### src/rtl/router_pkg.sv
// Shared types and helpers for the router input/output controllers.
// Holds the FSM state encoding, header field layout and width helpers.
package router_pkg;

    typedef enum logic [3:0] {
        S_IDLE,
        S_WAIT_EMPTY,
        S_LOAD_FIRST,
        S_LOAD_DATA,
        S_FIFO_FULL,
        S_LOAD_AFTER_FULL,
        S_LOAD_PARITY,
        S_CHECK_PARITY,
        S_DROP
    } state_e;

    // Destination address occupies the low bits of the header byte
    localparam int HDR_ADDR_LSB = 0;

    function automatic int addr_width(input int num_ports);
        return (num_ports > 2) ? $clog2(num_ports) : 1;
    endfunction

    function automatic int cnt_width(input int max_count);
        return (max_count > 0) ? $clog2(max_count + 1) : 1;
    endfunction

endpackage

### src/rtl/router_parity_acc.sv
// Running XOR parity over a packet with load, accumulate and compare.
// Shared by the input and output sides of the router.
module router_parity_acc #(
    parameter int DATA_WIDTH = 8
) (
    input  logic                  clk,
    input  logic                  reset,
    input  logic                  i_load,
    input  logic                  i_accum,
    input  logic [DATA_WIDTH-1:0] i_data,
    input  logic [DATA_WIDTH-1:0] i_cmp,
    output logic [DATA_WIDTH-1:0] o_acc,
    output logic                  o_match
);

    logic [DATA_WIDTH-1:0] r_acc;

    always_ff @(posedge clk) begin
        if (!reset) begin
            r_acc <= '0;
        end else if (i_load) begin
            r_acc <= i_data;
        end else if (i_accum) begin
            r_acc <= r_acc ^ i_data;
        end
    end

    assign o_acc   = r_acc;
    assign o_match = (r_acc == i_cmp);

endmodule

### src/rtl/router_input_ctrl.sv
// Per-input-port packet controller: decodes the header, streams the packet
// into the selected output FIFO, holds a byte across FIFO-full and checks parity.
module router_input_ctrl
    import router_pkg::*;
#(
    parameter  int DATA_WIDTH     = 8,
    parameter  int NUM_PORTS      = 3,
    parameter  int TIMEOUT_CYCLES = 30,
    localparam int ADDR_W         = addr_width(NUM_PORTS)
) (
    input  logic                  clk,
    input  logic                  reset,
    input  logic                  i_pkt_valid,
    input  logic [DATA_WIDTH-1:0] i_data_in,
    input  logic [NUM_PORTS-1:0]  i_fifo_full,
    input  logic [NUM_PORTS-1:0]  i_fifo_empty,
    input  logic [NUM_PORTS-1:0]  i_soft_reset,
    output logic                  o_busy,
    output logic [NUM_PORTS-1:0]  o_wr_en,
    output logic [DATA_WIDTH-1:0] o_data_out,
    output logic [ADDR_W-1:0]     o_dest,
    output logic                  o_parity_err,
    output logic                  o_drop
);

    localparam int TCNT_W = cnt_width(TIMEOUT_CYCLES);
    localparam logic [ADDR_W:0]   NUM_P  = NUM_PORTS[ADDR_W:0];
    localparam logic [TCNT_W-1:0] T_MAX  = TCNT_W'(TIMEOUT_CYCLES);
    localparam logic [TCNT_W-1:0] T_LAST = (TIMEOUT_CYCLES > 0) ? TCNT_W'(TIMEOUT_CYCLES - 1) : '0;

    state_e                r_state;
    logic [ADDR_W-1:0]     r_dest;
    logic [DATA_WIDTH-1:0] r_hold;
    logic [TCNT_W-1:0]     r_tcnt;
    logic                  r_drop;

    logic [ADDR_W-1:0]     w_addr;
    logic                  w_addr_ok;
    logic                  w_full;
    logic                  w_sr;
    logic                  w_sr_abort;
    logic                  w_sr_exit;
    logic                  w_timeout;
    logic [NUM_PORTS-1:0]  w_dest_oh;
    logic                  w_wr;
    logic [DATA_WIDTH-1:0] w_dout;
    logic                  w_par_load;
    logic                  w_par_accum;
    logic                  w_par_match;
    logic [DATA_WIDTH-1:0] w_par_acc;

    assign w_addr     = i_data_in[HDR_ADDR_LSB +: ADDR_W];
    assign w_addr_ok  = ({1'b0, w_addr} < NUM_P);
    assign w_full     = i_fifo_full[r_dest];
    assign w_sr       = i_soft_reset[r_dest];
    assign w_sr_abort = w_sr && (r_state inside {S_WAIT_EMPTY, S_LOAD_FIRST, S_LOAD_DATA,
                                                 S_FIFO_FULL, S_LOAD_AFTER_FULL});
    assign w_sr_exit  = w_sr && (r_state inside {S_LOAD_PARITY, S_CHECK_PARITY});
    assign w_timeout  = (TIMEOUT_CYCLES > 0) && (r_tcnt >= T_LAST);
    assign w_dest_oh  = {{(NUM_PORTS-1){1'b0}}, 1'b1} << r_dest;

    assign w_par_load  = (r_state == S_IDLE) && i_pkt_valid && w_addr_ok;
    assign w_par_accum = (r_state == S_LOAD_DATA) && i_pkt_valid && !w_sr;

    router_parity_acc #(
        .DATA_WIDTH (DATA_WIDTH)
    ) u_parity (
        .clk     (clk),
        .reset   (reset),
        .i_load  (w_par_load),
        .i_accum (w_par_accum),
        .i_data  (i_data_in),
        .i_cmp   (r_hold),
        .o_acc   (w_par_acc),
        .o_match (w_par_match)
    );

    // Write path: pass-through bytes go out in the cycle they are accepted
    always_comb begin
        w_wr   = 1'b0;
        w_dout = '0;
        case (r_state)
            S_LOAD_FIRST, S_LOAD_AFTER_FULL: begin
                w_wr   = 1'b1;
                w_dout = r_hold;
            end
            S_LOAD_DATA: begin
                if (i_pkt_valid && !w_full) begin
                    w_wr   = 1'b1;
                    w_dout = i_data_in;
                end
            end
            S_LOAD_PARITY: begin
                if (!w_full) begin
                    w_wr   = 1'b1;
                    w_dout = r_hold;
                end
            end
            default: ;
        endcase
        // A FIFO being flushed by soft_reset must not receive the aborted byte
        if (w_sr) begin
            w_wr   = 1'b0;
            w_dout = '0;
        end
    end

    assign o_wr_en      = w_wr ? w_dest_oh : '0;
    assign o_data_out   = w_dout;
    assign o_busy       = !(r_state inside {S_IDLE, S_LOAD_DATA, S_DROP});
    assign o_dest       = r_dest;
    assign o_parity_err = (r_state == S_CHECK_PARITY) && !w_sr && !w_par_match;
    assign o_drop       = r_drop;

    always_ff @(posedge clk) begin
        if (!reset) begin
            r_state <= S_IDLE;
            r_dest  <= '0;
            r_hold  <= '0;
            r_tcnt  <= '0;
            r_drop  <= 1'b0;
        end else begin
            r_drop <= 1'b0;
            if (w_sr_abort) begin
                r_state <= S_DROP;
                r_drop  <= 1'b1;
            end else if (w_sr_exit) begin
                r_state <= S_IDLE;
                r_drop  <= 1'b1;
            end else begin
                case (r_state)
                    S_IDLE: begin
                        if (i_pkt_valid) begin
                            if (!w_addr_ok) begin
                                r_state <= S_DROP;
                                r_drop  <= 1'b1;
                            end else begin
                                r_dest  <= w_addr;
                                r_hold  <= i_data_in;
                                r_tcnt  <= '0;
                                r_state <= i_fifo_empty[w_addr] ? S_LOAD_FIRST : S_WAIT_EMPTY;
                            end
                        end
                    end
                    S_WAIT_EMPTY: begin
                        // Empty takes precedence over an expiring timeout
                        if (i_fifo_empty[r_dest]) begin
                            r_state <= S_LOAD_FIRST;
                        end else if (w_timeout) begin
                            r_state <= S_DROP;
                            r_drop  <= 1'b1;
                        end else if (r_tcnt != T_MAX) begin
                            r_tcnt <= r_tcnt + 1'b1;
                        end
                    end
                    S_LOAD_FIRST: r_state <= S_LOAD_DATA;
                    S_LOAD_DATA: begin
                        if (!i_pkt_valid) begin
                            r_hold  <= i_data_in;
                            r_state <= S_LOAD_PARITY;
                        end else if (w_full) begin
                            r_hold  <= i_data_in;
                            r_state <= S_FIFO_FULL;
                        end
                    end
                    S_FIFO_FULL:       if (!w_full) r_state <= S_LOAD_AFTER_FULL;
                    S_LOAD_AFTER_FULL: r_state <= S_LOAD_DATA;
                    S_LOAD_PARITY:     if (!w_full) r_state <= S_CHECK_PARITY;
                    S_CHECK_PARITY:    r_state <= S_IDLE;
                    S_DROP:            if (!i_pkt_valid) r_state <= S_IDLE;
                    default:           r_state <= S_IDLE;
                endcase
            end
        end
    end

endmodule

### config.mk
export PLATFORM = sky130hd
export DESIGN_NAME = router_input_ctrl
export DESIGN_NICKNAME = d
export VERILOG_FILES = /design/src/rtl/router_pkg.sv /design/src/rtl/router_parity_acc.sv /design/src/rtl/router_input_ctrl.sv
export SDC_FILE = /design/constraint.sdc
export NUM_CORES = 1
export LEC_CHECK = 0
export BUFFER_PORTS_ARGS = -buffer_cell sky130_fd_sc_hd__buf_2
export CAP_MARGIN = 15
export CORE_MARGIN = 5
export CORE_UTILIZATION = 45
export DETAILED_ROUTE_END_ITERATION = 10
export PLACE_DENSITY = 0.76
export SLEW_MARGIN = 10
export SYNTH_ARGS = -nofsm -noshare
export SYNTH_HDL_FRONTEND = slang
export SYNTH_HIERARCHICAL = 1
export SYNTH_SLANG_ARGS = --single-unit
export TNS_END_PERCENT = 20
### constraint.sdc
create_clock -name clk -period 3.6 [get_ports clk]
set_clock_uncertainty 0.05 [all_clocks]
set_input_delay 0.36 -clock clk [delete_from_list [all_inputs] [get_ports clk]]
set_output_delay 0.36 -clock clk [all_outputs]
set_load 0.01 [all_outputs]
==> flow_summary.toml <==
[routing]
vias = 1955
post_drt_wl_per_cell_um = 14.91
first_pass_iters = 4
finalWirelength_um = 4876
drt_iter0_drc = 162
drc = 0
antenna_left = 0
routed_via_density = 5.979

[status]
outcome = "finished, final reports clean"

[cts]
ctsHoldBuffers = 0
cts_setup_buffers = 0
clock_path_buffers = 2
numCtsBuffers = 3
clock-root-buffer = "clkbuf_8"
insertion_delay_ns = 0.28
cts.sinks = 28
cts.reportedPaths.clkPinSlew_ns = 0.10
cts_resized = 0
cts_tree = "done"
h-tree-depth = 1

[synth]
synthCells = 249
synth_most_common_cell = "nand2_1"
ys_top_cells_by_count = "30 x nand2_1, 28 x dfxtp_1, 18 x o21ai_0"
synth_seq_area_share_pct = 29.20
synth_edf_count = 0
synth_cell_type_count = 50
synth_area_leaders = "dfxtp_1 29%, nand2_1 5.9%, o21ai_0 4.7%, nand3b_1 4.7%, xnor2_1 4.1%"
syn_area_per_cell_um2 = 7.708
synth_fp_nets = 272
synth_area_leader_cell = "dfxtp_1"
synth-main-ff-cell = "dfxtp_1"
async_flop_share_pct = 0
synth_area_mm2 = 0.001919
synth_top_cell_area_share_pct = 29.20
synth-seq-cells = 28
ys_warn_count = 6

[die]
ios = 36
design.die.area_mm2 = 0.005672
row_count = 23
die_y_um = 75.31
coreArea_mm2 = 0.004058
die_w_um = 75.31
start_util_pct = 47.30

[grt]
first_global_vias = 1788
gr-total-overflow = 0
grt_util_all_layers_pct = 17.77
grt_pass1_wl_um = 8121
antenna_found_initial = 0
grt_max_degree = 29

[final_layout]
seqCellArea_um2 = 560.5
drive_gt1_share_pct = 17.33
diodes = 0
syn2layout_area_growth_pct = 12.97
final_core_util_pct = 53.44
final_cell_area_mm2 = 0.002168
fill_cells = 398
multi_input_area_mm2 = 0.001265
nets = 301

[pwr]
power.clock.fraction_pct = 19.2
cellPowerDensity_mw_per_mm2 = 605.8
p_sw_uw = 552.0
comb_power_share_pct = 44.1
switching_share_pct = 42.03
seq_power_share_pct = 36.7
p_leak_uw = 0.0008105
ir_drop_mv = 0.2104
internal_power_uw = 761.5

[sta]
fin_crit_ns = 2.932
fin_ws_ns = 0.6685
fmax_mhz = 341.1
rsz0062_at_grt = "no"
slew_headroom_pct = 46.76
worst_pin_slew_ns = 0.7920
fin_crit_sh_pct = 81.43
slew_violations = 0
setup_viol = 0
fin_setup_tns_ns = 0
finalHoldViolCount = 0

[worst_setup_path]
crit_required_ns = 3.19
critical_path.max_stage_delay_ns = 0.58
reg2reg_depth = 6
arrival_ns = 2.52
reg2reg_slack_ns = 1.37
cp_max_fo = 11
endpoint_kind = "output port"
reg2reg_from = "r_state[2]"
path_cells = "mux2i_1, o22a_1, nand3_1, a21oi_1, a22o_1, buf_2"
r2r-end = "r_hold[6]"
cp-start-kind = "flop"
cpMaxStageDelayCell = "a21oi_1"
path_class = "reg2out"

[worst_hold_path]
min_from = "i_data_in[3]"
holdPathStages = 3
hold_class = "in2reg"
min_to = "r_hold[3]"

[place]
portBuffers = 35
place_congestion = 0.9443
hpwl_um = 3500
postPlaceCellArea_mm2 = 0.002097
pre_cts_ws_ns = 0.9761

[flow_run]
drv_cap = 0
==> kinds of logic (layout without fill, tap and decap cells) <==
kind of cell,after synthesis,in the layout,share of synthesized area [%]
AO/OA/AOI/OAI,76,76,26.86
XOR/XNOR,9,9,4.107
adder cells (fa/ha/maj),3,3,1.956
buffers and inverters,20,48,4.889
flip-flops,28,28,29.20
multiplexers,6,6,3.194
AND/OR/NAND/NOR,107,107,29.79
==> stage by stage <==
step | hold WS [ns] | total power (uW) | instances
after floorplan | 0.4021 | 918.5 | 249
after global placement | 0.4175 | 1043 | 323
after detailed placement | 0.4221 | 1054 | 323
after CTS | 0.2849 | 1310 | 327
after global routing | 0.3035 | 1411 | 327
final | 0.2896 | 1313 | 327
==> flip-flops by register name, indices dropped and copies added (netlist names) <==
register        cells
r_hold              8
o_dest              2
r_tcnt              5
o_drop              1
u_parity/o_acc      8
r_state             4
==> metal layers <==
metal | global-route usage [%] | vias up | part of all wire (%)
met2 | 29.34 | 55 | 44
met5 | 0 | - | 0
met1 | 24.54 | 921 | 48
li1 | - | 973 | -
met4 | 4.660 | 0 | 1.5
met3 | 2.243 | 6 | 6.7
==> power groups by stage <==
stage | Sequential [uW] | Clock (uW) | Combinational (uW)
after floorplan | 433 | 0 | 485
after global placement | 483 | 0 | 560
after detailed placement | 485 | 0 | 570
after CTS | 477 | 259 | 574
after global routing | 495 | 272 | 643
final | 482 | 252 | 580
==> cell type report <==
type / instances / share of cell area, %
multi-input cells: 201 / 58.34
clock buffers: 3 / 1.904
clock inverters: 1 / 1.385
repair buffers: 35 / 8.078
flip-flops and latches: 28 / 25.85
well taps: 50 / 2.885
inverters: 9 / 1.558
==> critical path: cells and delay by family (launching register included) <==
family / cells / cell delay [ns]
simple gates: 1 / 0.09
compound gates: 3 / 1.10
mux: 1 / 0.38
buf+inv: 1 / 0.13
flops: 1 / 0.55
==> worst max-delay path by stage <==
stage                     startpoint             to  depth (start not counted)
after floorplan            o_dest[1]     o_wr_en[2]                          6
after global placement     o_dest[1]  o_data_out[0]                          6
after detailed placement   o_dest[1]  o_data_out[0]                          6
after CTS                  o_dest[1]  o_data_out[0]                          6
after global routing       o_dest[1]  o_data_out[0]                          6
final                      o_dest[1]  o_data_out[0]                          6
==> cell usage in the layout (no fill, tap or decap), drive strengths merged, types with 3 or more instances in the layout <==
cell    instances
nand3          12
o21ai          26
nand4           3
dfxtp          28
ha              3
nor2b           6
nor3           10
o211ai          3
mux2i           5
nand3b         12
a21oi          10
nor4            4
or4             3
o31ai           4
clkbuf          3
inv             9
nand2          30
buf            35
xnor2           9
nor2           14
a22o            8
and2b           3
a21boi          9
(Power assumes the default switching activity.)
